--- config.mk ---
export PLATFORM = sky130hd
export DESIGN_NAME = tpe_stream_ctrl_flat
export DESIGN_NICKNAME = d
export VERILOG_FILES = /design/src/rtl/tpe_ctrl_pkg.sv /design/src/rtl/tpe_stream_ctrl_if.sv /design/src/rtl/tpe_valid_skew.sv /design/src/rtl/tpe_stream_ctrl.sv /design/src/flat_wrapper.sv
export SDC_FILE = /design/constraint.sdc
export NUM_CORES = 1
export LEC_CHECK = 0
export ABC_CLOCK_PERIOD_IN_PS = 3300
export CAP_MARGIN = 40
export CELL_PAD_IN_SITES_DETAIL_PLACEMENT = 0
export CELL_PAD_IN_SITES_GLOBAL_PLACEMENT = 1
export CORE_AREA = 2 2 320 322
export CTS_CLUSTER_DIAMETER = 60
export DETAILED_ROUTE_END_ITERATION = 10
export DIE_AREA = 0 0 322 324
export PLACE_DENSITY = 0.53
export SLEW_MARGIN = 20
export SYNTH_ARGS = -nofsm -noshare
export SYNTH_HDL_FRONTEND = slang
export SYNTH_SLANG_ARGS = --single-unit
--- constraint.sdc ---
create_clock -name clk -period 3.3 [get_ports clk]
set_clock_uncertainty 0.2 [all_clocks]
set_input_delay 0.99 -clock clk [delete_from_list [all_inputs] [get_ports clk]]
set_output_delay 0.99 -clock clk [all_outputs]
set_load 0.005 [all_outputs]
--- src/rtl/tpe_ctrl_pkg.sv ---
// tpe_ctrl_pkg: shared state type and constants for the TPE stream controller
package tpe_ctrl_pkg;
  typedef enum logic [1:0] {IDLE, LOAD_W, STREAM, DRAIN} state_t;
  localparam int OPA_WIDTH    = 128;
  localparam int RESULT_WIDTH = 20;
  localparam int DEF_W_DEPTH  = 16;
endpackage

--- src/rtl/tpe_stream_ctrl_if.sv ---
// tpe_stream_ctrl_if: job config, weight and operand streams feeding the controller
interface tpe_stream_ctrl_if
  import tpe_ctrl_pkg::*;
#(
  parameter int N     = 32,
  parameter int CNT_W = 16
);
  logic                 cfg_valid;
  logic                 cfg_ready;
  logic [CNT_W-1:0]     cfg_len;
  logic                 cfg_load_w;
  logic                 w_valid;
  logic                 w_ready;
  logic [8*N-1:0]       w_data;
  logic                 a_valid;
  logic                 a_ready;
  logic [OPA_WIDTH-1:0] a_data;
  modport master (
    output cfg_valid, cfg_len, cfg_load_w, w_valid, w_data, a_valid, a_data,
    input  cfg_ready, w_ready, a_ready
  );
  modport slave (
    input  cfg_valid, cfg_len, cfg_load_w, w_valid, w_data, a_valid, a_data,
    output cfg_ready, w_ready, a_ready
  );
endinterface

--- src/rtl/tpe_valid_skew.sv ---
// tpe_valid_skew: valid shift register with current and next-cycle all-zero flags
module tpe_valid_skew #(
  parameter int DEPTH = 34
) (
  input  logic             clk,
  input  logic             rst_n,
  input  logic             push,
  output logic [DEPTH-1:0] v,
  output logic             empty,
  output logic             empty_nxt
);
  logic [DEPTH-1:0] v_nxt;
  assign v_nxt     = {v[DEPTH-2:0], push};
  assign empty     = v == '0;
  assign empty_nxt = v_nxt == '0;
  always_ff @(posedge clk or negedge rst_n)
    if (!rst_n) v <= '0;
    else        v <= v_nxt;
endmodule

--- src/rtl/tpe_stream_ctrl.sv ---
// tpe_stream_ctrl: loads PE weights, streams operand vectors and tracks per-column result valids
module tpe_stream_ctrl
  import tpe_ctrl_pkg::*;
#(
  parameter int N        = 32,
  parameter int W_DEPTH  = DEF_W_DEPTH,
  parameter int PIPE_LAT = 2,
  parameter int CNT_W    = 16
) (
  input  logic                 clk,
  input  logic                 rst_n,
  tpe_stream_ctrl_if.slave     s,
  output logic [OPA_WIDTH-1:0] tpe_operand_a,
  output logic                 tpe_weight_wen,
  output logic [8*N-1:0]       tpe_weight_din,
  output logic [N-1:0]         col_valid,
  output logic                 busy,
  output logic                 done
);
  localparam int WC_W = $clog2(W_DEPTH + 1);
  localparam int DEPTH = PIPE_LAT + N;
  state_t           state, state_nxt;
  logic [CNT_W-1:0] rem;
  logic [WC_W-1:0]  wcnt;
  logic [DEPTH-1:0] v;
  logic             empty, empty_nxt;
  logic             cfg_fire, w_fire, a_fire, w_last, a_last;
  assign cfg_fire = s.cfg_valid && s.cfg_ready;
  assign w_fire   = s.w_valid && s.w_ready;
  assign a_fire   = s.a_valid && s.a_ready;
  assign w_last   = w_fire && wcnt == WC_W'(W_DEPTH - 1);
  assign a_last   = a_fire && rem == CNT_W'(1);
  assign col_valid = v[PIPE_LAT +: N];
  tpe_valid_skew #(.DEPTH(DEPTH)) u_skew (
    .clk       (clk),
    .rst_n     (rst_n),
    .push      (a_fire),
    .v         (v),
    .empty     (empty),
    .empty_nxt (empty_nxt)
  );
  always_ff @(posedge clk or negedge rst_n)
    if (!rst_n) state <= IDLE;
    else        state <= state_nxt;
  always_comb begin
    state_nxt = state;
    case (state)
      IDLE:    state_nxt = !cfg_fire ? IDLE : s.cfg_load_w ? LOAD_W : s.cfg_len == '0 ? DRAIN : STREAM;
      LOAD_W:  state_nxt = !w_last ? LOAD_W : rem == '0 ? DRAIN : STREAM;
      STREAM:  state_nxt = a_last ? DRAIN : STREAM;
      DRAIN:   state_nxt = empty_nxt ? IDLE : DRAIN;
      default: state_nxt = IDLE;
    endcase
  end
  always_comb begin
    s.cfg_ready = rst_n && state == IDLE;
    s.w_ready   = state == LOAD_W;
    s.a_ready   = state == STREAM && rem != '0;
    busy        = state != IDLE || !empty;
  end
  always_ff @(posedge clk or negedge rst_n)
    if (!rst_n) begin
      rem            <= '0;
      wcnt           <= '0;
      tpe_operand_a  <= '0;
      tpe_weight_wen <= 1'b0;
      tpe_weight_din <= '0;
      done           <= 1'b0;
    end else begin
      rem            <= cfg_fire ? s.cfg_len : a_fire ? rem - CNT_W'(1) : rem;
      wcnt           <= w_last ? '0 : w_fire ? wcnt + WC_W'(1) : wcnt;
      tpe_operand_a  <= a_fire ? s.a_data : tpe_operand_a;
      tpe_weight_wen <= w_fire;
      tpe_weight_din <= w_fire ? s.w_data : tpe_weight_din;
      done           <= state == DRAIN && empty_nxt;
    end
endmodule

--- src/flat_wrapper.sv ---
// flat-port wrapper written by rule: the top's interface ports become plain ports
module tpe_stream_ctrl_flat import tpe_ctrl_pkg::*;
#(
  parameter int N        = 32,
  parameter int W_DEPTH  = DEF_W_DEPTH,
  parameter int PIPE_LAT = 2,
  parameter int CNT_W    = 16
)
  (clk, rst_n, tpe_operand_a, tpe_weight_wen, tpe_weight_din, col_valid, busy, done, s_cfg_valid, s_cfg_len, s_cfg_load_w, s_w_valid, s_w_data, s_a_valid, s_a_data, s_cfg_ready, s_w_ready, s_a_ready);
  tpe_stream_ctrl_if #(.N(N), .CNT_W(CNT_W)) s_i ();
  input  logic clk;
  input  logic rst_n;
  output logic [OPA_WIDTH-1:0] tpe_operand_a;
  output logic tpe_weight_wen;
  output logic [8*N-1:0] tpe_weight_din;
  output logic [N-1:0] col_valid;
  output logic busy;
  output logic done;
  input wire logic [$bits(s_i.cfg_valid)-1:0] s_cfg_valid;
  input wire logic [$bits(s_i.cfg_len)-1:0] s_cfg_len;
  input wire logic [$bits(s_i.cfg_load_w)-1:0] s_cfg_load_w;
  input wire logic [$bits(s_i.w_valid)-1:0] s_w_valid;
  input wire logic [$bits(s_i.w_data)-1:0] s_w_data;
  input wire logic [$bits(s_i.a_valid)-1:0] s_a_valid;
  input wire logic [$bits(s_i.a_data)-1:0] s_a_data;
  output wire logic [$bits(s_i.cfg_ready)-1:0] s_cfg_ready;
  output wire logic [$bits(s_i.w_ready)-1:0] s_w_ready;
  output wire logic [$bits(s_i.a_ready)-1:0] s_a_ready;
  assign s_i.cfg_valid = s_cfg_valid;
  assign s_i.cfg_len = s_cfg_len;
  assign s_i.cfg_load_w = s_cfg_load_w;
  assign s_i.w_valid = s_w_valid;
  assign s_i.w_data = s_w_data;
  assign s_i.a_valid = s_a_valid;
  assign s_i.a_data = s_a_data;
  assign s_cfg_ready = s_i.cfg_ready;
  assign s_w_ready = s_i.w_ready;
  assign s_a_ready = s_i.a_ready;
  tpe_stream_ctrl #(.N(N), .W_DEPTH(W_DEPTH), .PIPE_LAT(PIPE_LAT), .CNT_W(CNT_W)) u_core (.clk(clk), .rst_n(rst_n), .s(s_i), .tpe_operand_a(tpe_operand_a), .tpe_weight_wen(tpe_weight_wen), .tpe_weight_din(tpe_weight_din), .col_valid(col_valid), .busy(busy), .done(done));
endmodule
; Word-level counts from Yosys, hierarchy flattened
; Cells that the tools add are included.
[classes]
addsub = 2
mul = 0
n_div = 0
n_lt_le_gt_ge = 0
n_eq_ne = 5
shifts = 0
mux = 12
bitwise_logic = 0
reduce_logical = 19
[ops]
columns = cell, n
row1 = zero test 34 bit, 2
row2 = zero test 16 bit, 2
row3 = two-way mux 16 bit, 2
row4 = "equality test 16 x 1 -> 1 bit, second input constant", 1
row5 = nonzero test 16 bit, 1
row6 = "subtractor 16 x 1 -> 16 bit, second input constant", 1
row7 = two-way mux 5 bit, 2
row8 = logical AND 1 bit, 8
row9 = two-way mux 2 bit, 4
row10 = one-hot mux 2 bit (4 select lines), 1
row11 = nonzero test 2 bit, 3
row12 = "adder 5 x 1 -> 5 bit, second input constant", 1
row13 = "equality test 5 x 4 -> 1 bit, second input constant", 1
row14 = "equality test 2 bit, second input constant", 2
row15 = two-way mux 1 bit, 3
row16 = "equality test 2 x 1 -> 1 bit, second input constant", 1
row17 = zero test 2 bit, 1
row18 = zero test 1 bit, 1
row19 = logical OR 1 bit, 1
[word_totals]
reg_bits = 443
latchBits = 0
ram_bits = 0
mem_bits_ro = 0
inputBits = 406
out_inout_bits = 422
word_cells = 46
memories = 0

; Longest topological paths before layout
[depth]
word_depth = 6
depth_mapped = 10

; Cells and area by module
; A second synthesis with hierarchy kept.
[hier_totals]
hier_cells = 1839
hier_area_um2 = 16871.2
[by_module_without_submodules]
columns = mod, instances, cells_per_inst, area_each_um2, seq_area_each_um2
row1 = tpe_stream_ctrl, 1, 1792, 15941.5, 10234.8
row2 = tpe_valid_skew, 1, 47, 929.6, 850.8

; Worst setup path before layout
; No wires, ideal clock.
[synth_timing]
kind = flip-flop to output port
startpoint = reg u_core.rem[0]
endpoint = out s_a_ready
arrival_ps = 1688
path_slack_ps = 422
stages_incl_launch_ff = 7
path_buffers = 1
path_cell_list = dfrtp_1 inv_1 ha_1 or3b_2 clkbuf_1 nor4_1 nor3_1
[synth_between]
elab_chain_cells = 2
[synth_rtl]
columns = element, line
row1 = from (decl), tpe_stream_ctrl.sv:23  ; logic [CNT_W-1:0] rem;
row2 = from (signal assigned), tpe_stream_ctrl.sv:70  ; rem <= cfg_fire ? s.cfg_len : a_fire ? rem - CNT_W'(1) : rem;
row3 = nonzero test 16 bit, tpe_stream_ctrl.sv:58  ; s.a_ready = state == STREAM && rem != '0;
row4 = logical AND 1 bit, tpe_stream_ctrl.sv:58
row5 = to (decl), flat_wrapper.sv:28  ; output wire logic [$bits(s_i.a_ready)-1:0] s_a_ready;
; No other way between the ends.

; Worst setup path in the final report
[layout_timing]
startpoint = reg u_core.rem[10]
endpoint = out s_a_ready
; The elaborated chain is that of the path after synthesis.

==> flow_summary.json <==
{
  "stdcell_area_um2": 29700,
  "slew_viol_final": 0,
  "grt_antenna_before_repair": 9,
  "end_kind": "output port",
  "grt-ovfl-total": 0,
  "worst_pin_slew_ps": 940,
  "ir_worst_vdd_uv": 322,
  "r2r-start": "u_core.u_skew.v[28]",
  "yosys-top-cells-area": "dfrtp_1, nand2_1, clkbuf_1, buf_4, nor4_1",
  "core_um2": 101000,
  "syn_nets": 2288,
  "die_height_um": 324,
  "pwr-share-seq_pct": 38.9,
  "final_nets": 3148,
  "num_rows": 117,
  "hold_violations": 0,
  "avgRoutedWirePerCell_um": 18.1,
  "violations": "negative setup slack",
  "synthesis.instances": 1878,
  "netlist_area_um2": 17000,
  "grt_max_degree": 130,
  "setup_violations": 1,
  "synth_edf_count": 0,
  "synth-seq-area-share_pct": 65.1,
  "synth_top_family_by_area": "simple AND/OR/NAND/NOR gates",
  "placedInstanceArea_um2": 27100,
  "io_buffers": 827,
  "cts_tree": "yes",
  "outcome": "complete, but fails checks",
  "drt-initial-drc-count": 654,
  "vias_per_cell": 3.77,
  "syn_avg_cell_area_um2": 9.06,
  "cts_buffer_depth": 3,
  "cp-endpoint": "s_a_ready",
  "yosysTopAreaCell": "dfrtp_1",
  "layout_common_cells": "nand2_1, clkdlybuf4s50_1, dfrtp_1, buf_4, clkbuf_16",
  "start_util_pct": 16.9,
  "ios": 828,
  "drive_gt1_share_pct": 8.25,
  "cp-start-kind": "flop",
  "path_clk_slew_ps": 50,
  "drtPass1Iterations": 5,
  "drc": 0,
  "finalCritPeriodShare_pct": 101,
  "clk_latency_ps": 610,
  "crit_start": "u_core.rem[10]",
  "synth_warnings": 0,
  "period_needed_ps": 3340,
  "slew_headroom_pct": 37.3,
  "crit_arrival_ps": 2150,
  "p_per_area_nw_per_um2": 507,
  "r2r_end": "u_core.state[0]",
  "synthToLayoutAreaGrowth_pct": 74.2,
  "p_comb_share_pct": 11.3,
  "timing.fmax_ghz": 0.300,
  "worst_r2r_path_depth": 16,
  "synthAdderAreaFrac_pct": 0.294,
  "path_max_fanout": 5,
  "grt_pass1_wl_um": 107000,
  "clock-sinks": 443,
  "wl_um": 74400,
  "ant_nets": 0,
  "synth_mux_area_share_pct": 0.316,
  "synth_ff_type": "dfrtp_1",
  "synth-async-reset-ratio_pct": 100,
  "via_count": 15469,
  "fin_ws_ps": -37.8,
  "dieArea_um2": 104000,
  "numCtsBuffers": 69,
  "gp_congestion": 0.772,
  "grtUsageTotal_pct": 13.8,
  "cts-root-buf": "clkbuf_16",
  "dp_hpwl_um": 55300,
  "crit_slowest_cell": "or4_4",
  "netSwitchingPower_uw": 3710,
  "ys_types": 49,
  "hold_path_class": "in -> async",
  "path_class": "reg -> out",
  "synthXorXnorAreaFrac_pct": 0,
  "die_x_um": 322,
  "p_leak_uw": 0.0142,
  "mostFrequentLayoutCell": "nand2_1",
  "crit_chain": "or4_4, nor4_4, nor3_2, buf_2",
  "swShare_pct": 24.7,
  "instances_no_fill": 4102,
  "pwr-share-clk_pct": 49.8,
  "synth_compound_area_share_pct": 1.79,
  "required_ps": 2110,
  "grt_pass1_vias": 15952,
  "dp_cells": 3956,
  "rsz0062_at_grt": "true",
  "max_stage_delay_ps": 540,
  "netlist.area_leader.share_pct": 65.1,
  "htreeDepth": 3,
  "regToRegSetupSlack_ps": 180,
  "holdBufCountCts": 0,
  "drv_cap": 0,
  "ys_seq_elements": 443,
  "synthSimpleGateAreaFrac_pct": 28.6,
  "cellInternalPower_uw": 11300
}
==> per-layer routing <==
layer / vias to the layer above / wire, um / track usage (%)
met3: 117 / 7830 / 6.30
met1: 7231 / 29400 / 15.8
met2: 580 / 34900 / 22.4
met4: 12 / 2190 / 5.19
li1: 7529 / - / -
met5: - / 82 / 0
==> flip-flops by register name (all words and copies together), names as in the netlist <==
register	cells
u_core.tpe_weight_din	256
u_core.tpe_operand_a	128
u_core.u_skew.v	34
u_core.rem	16
u_core.wcnt	5
u_core.state	2
u_core.done	1
u_core.tpe_weight_wen	1
==> final cells by class <==
| cell class | instances | area, um2 |
|---|---|---|
| fillers | 10749 | 71400 |
| flip-flops and latches | 443 | 11100 |
| repair buffers | 916 | 9160 |
| multi-input cells | 1298 | 5380 |
| clock buffers | 86 | 1910 |
| well taps | 1309 | 1640 |
| clock inverters | 35 | 413 |
| inverters | 10 | 47.5 |
| diodes | 5 | 12.5 |
==> cell usage after synthesis (7+ instances only) <==
cell      number
or4_1          7
buf_4         32
nor4_1        18
o21ai_0        9
nor3_1        13
clkbuf_1      74
inv_1          8
buf_2         20
dfrtp_1      443
nor2_1        17
nand2_1     1167
nand3_1        7
==> kinds of logic (layout without fill, tap and decap cells) <==
kind of cell,after synthesis,in the layout
AO/OA/AOI/OAI,38,38
adder cells (fa/ha/maj),4,4
buffers and inverters,137,1047
flip-flops,443,443
multiplexers,5,5
other,0,5
AND/OR/NAND/NOR,1251,1251
==> what timing repair did <==
| action | 4_1_cts | 5_1_grt |
|---|---|---|
| endpoints found under the setup margin | 2 | 4 |
| setup buffers | 16 | 4 |
| gates resized for setup | 23 | 4 |
| hold endpoints to repair | 0 | 0 |
| pin swaps | 6 | 6 |
==> power by group through the flow <==
| stage | combinational [uW] | sequential [uW] | clock [uW] |
|---|---|---|---|
| CTS | 1730 | 5860 | 7810 |
| finish | 1700 | 5860 | 7480 |
| detailed placement | 1710 | 5940 | 0 |
| floorplan | 407 | 5970 | 0 |
| global placement | 1720 | 5940 | 0 |
| global route | 1860 | 5890 | 8000 |
==> through the flow <==
stage,utilization (%),total power (uW),setup slack [ps],setup TNS (ps),hold slack (ps)
finish,29.4,15000,-37.8,-37.8,190
global route,29.4,15700,-101,-124,192
CTS,29.3,15400,-107,-114,160
detailed placement,26.8,7650,-10.8,-10.8,161
global placement,26.8,7660,3.84,0,171
floorplan,-,6380,422,0,154
==> critical path: cells and delay by family, from the launching register on <==
family / cells / cell delay [ps]
buffers and inverters: 1 / 160
flip-flops: 1 / 420
AND/OR/NAND/NOR: 3 / 960
==> worst min path at each step <==
stage / startpoint / end / slack, ps / depth (start not counted)
2_1_floorplan: u_core.u_skew.v[0] / u_core.u_skew.v[1] / 150 / 0
3_3_place_gp: u_core.u_skew.v[1] / u_core.u_skew.v[2] / 170 / 0
3_5_place_dp: u_core.u_skew.v[0] / u_core.u_skew.v[1] / 160 / 0
4_1_cts: rst_n / u_core.tpe_weight_din[1] / 160 / 2
5_1_grt: rst_n / u_core.tpe_weight_din[1] / 190 / 2
6_report: rst_n / u_core.tpe_weight_din[1] / 190 / 2
No activity file was read; power rests on OpenSTA's default activity.
==> RTL edit (config.mk and constraints unchanged) <==
`PIPE_LAT` is set to 2 in 2 places; all go to 1.
--- a/src/rtl/tpe_stream_ctrl.sv
+++ b/src/rtl/tpe_stream_ctrl.sv
@@ -6,3 +6,3 @@
   parameter int W_DEPTH  = DEF_W_DEPTH,
-  parameter int PIPE_LAT = 2,
+  parameter int PIPE_LAT = 1,
   parameter int CNT_W    = 16
--- a/src/flat_wrapper.sv
+++ b/src/flat_wrapper.sv
@@ -5,3 +5,3 @@
   parameter int W_DEPTH  = DEF_W_DEPTH,
-  parameter int PIPE_LAT = 2,
+  parameter int PIPE_LAT = 1,
   parameter int CNT_W    = 16
Behaviour: not the same (Yosys sat finds a counterexample within 4 cycles, from zero or initial values and one cycle with rst_n low).
==> RTL edit against the original RTL <==
- sequential share of layout area fell by 0.16 points
- register-to-register slack gained 0.73 ns
- final cell count shrank 7.0%
- routed wire length is 7.4% lower
- setup slack improved by 0.17 ns
- count of clock-buffer cells in the layout up 6
- area after synthesis increased by 3.4%
- fmax grew 5.2%
- final area grew 0.24%
- first-iteration DRC count up 6.6%
- sequential cell count down 1
- highest routed layer unchanged
Power is not compared: it rests on default switching activity, and its combinational part moved more than twofold at a synthesized area within 25%.
==> RTL edit: results (changes against the original RTL) <==
[status]
outcome = finished clean

[timing]
setup_viol = 0  ; -1
finalCritPeriodShare = 0.961  ; -0.0504
tns_ns = 0  ; +0.0378 ns
fin_hold_ws_ns = 0.197  ; +0.00728 ns
maxSlewViolCount = 0  ; unchanged
timing.slew.headroom = 0.331  ; -0.0420

[yosys]
synth_fa_ha_area_frac = 0.00284  ; -0.0000953
synthFlopType = dfrtp_1
muxShareOfSynthArea = 0.106  ; +0.103
synth.top_cells.by_area = dfrtp_1 (63%), nand2_1 (17%), mux2_4 (9.3%), buf_4 (1.4%), mux2_2 (1.3%)
yosys.cell_types.count = 57  ; +16%
synthXorXnorAreaFrac = 0  ; unchanged
synthArstFlopShare = 1.00  ; unchanged
ys.warnings.count = 0  ; unchanged
synth_compound_area_frac = 0.0192  ; +0.00134
postSynthCellCount = 1608  ; -14%
syn_nets = 2018  ; -12%
seq_area_frac_synth = 0.629  ; -0.0225
synthTopCellsByCount = nand2_1 (789), dfrtp_1 (442), mux2_4 (109), clkbuf_1 (47), buf_4 (32)

[cts]
clkLatencyLatePin_ns = 0.61  ; about the same
h-tree-depth = 3  ; unchanged
path_clk_slew_ns = 0.05  ; about the same
numCtsBuffers = 69  ; unchanged
cts_buffer_depth = 3  ; unchanged

[grt]
grt_start_max_net_pins = 144  ; +11%
antenna_found_initial = 5  ; -4
grtUsageTotal = 0.127  ; -0.0106
grt_pass1_vias = 15400  ; -3.2%
grt_pass1_wl_mm = 100  ; -6.0%

[critical_path]
r2r-end = u_core.tpe_operand_a[21]
endpoint = busy
r2r_cells = 7  ; -9
cp-startpoint = u_core.u_skew.v[9]
critPathArrivalTime_ns = 1.98  ; -0.17 ns
cp_slowest_cell = dfrtp_1
timing.rr.start = u_core.rem[5]
cp_max_fo = 3  ; -2
crit_family = simple AND/OR/NAND/NOR gates
rrSetupSlack_ns = 0.91  ; +0.73 ns
slowest_delay_ns = 0.42  ; -0.12 ns

[cells_and_area]
largestRegisters = u_core.tpe_weight_din x256, u_core.tpe_operand_a x128, u_core.u_skew.v x33
nFillCells = 10400  ; -3.4%
drive_gt1_frac = 0.130  ; +0.0475
nNetsFinal = 2860  ; -9.1%

[placement]
dp.cells = 3677  ; -7.1%
placed_cell_area_sq_um = 27300  ; +0.70%
dp_hpwl_mm = 51.0  ; -7.8%
gp_congestion = 0.775  ; +0.38%
dpl_worst_slack_ns = 0.0953  ; +0.106 ns

[hold_path]
hold_class = reg2reg
worst_hold_path.endpoint = u_core.u_skew.v[1]

[power_and_ir_drop]
power.total_mw = 27.8
vdd_drop_max_mv = 0.381
clock_power_share = 0.264

[drt]
drt-total-wl_mm = 68.9  ; -7.4%
via_per_inst = 3.82  ; +1.2%
firstDrtPassIters = 5  ; unchanged
drtIter0Drc = 697  ; +6.6%
route.detailed.wl_per_inst_um = 18.1  ; -0.33%

RTL edit: area by class of cell:
class | instances | area [sq um] | area share
antenna | 3 | 7.51 | 0.000253
clock inverter | 30 | 358 | 0.0120
clock buffer | 92 | 1950 | 0.0655
timing repair buffer | 881 | 8830 | 0.297
multi-input combinational | 1043 | 5810 | 0.196
sequential | 442 | 11100 | 0.372
tap | 1309 | 1640 | 0.0551
inverter | 13 | 61.3 | 0.00206
RTL edit: what timing repair did:
action / 4_1_cts / 5_1_grt
endpoints found under the hold margin: 0 / 0
resized for setup: 14 / 10
setup endpoints to repair: 3 / 3
pin swaps: 7 / 8
setup buffers: 6 / 5
RTL edit: routing by layer:
metal | vias up | track usage | routed length, um
met2 | 605 | 0.221 | 34500
met4 | 2 | 0.0395 | 1830
li1 | 6799 | - | -
met1 | 7040 | 0.137 | 25600
met5 | - | 0 | 13
met3 | 109 | 0.0579 | 7010
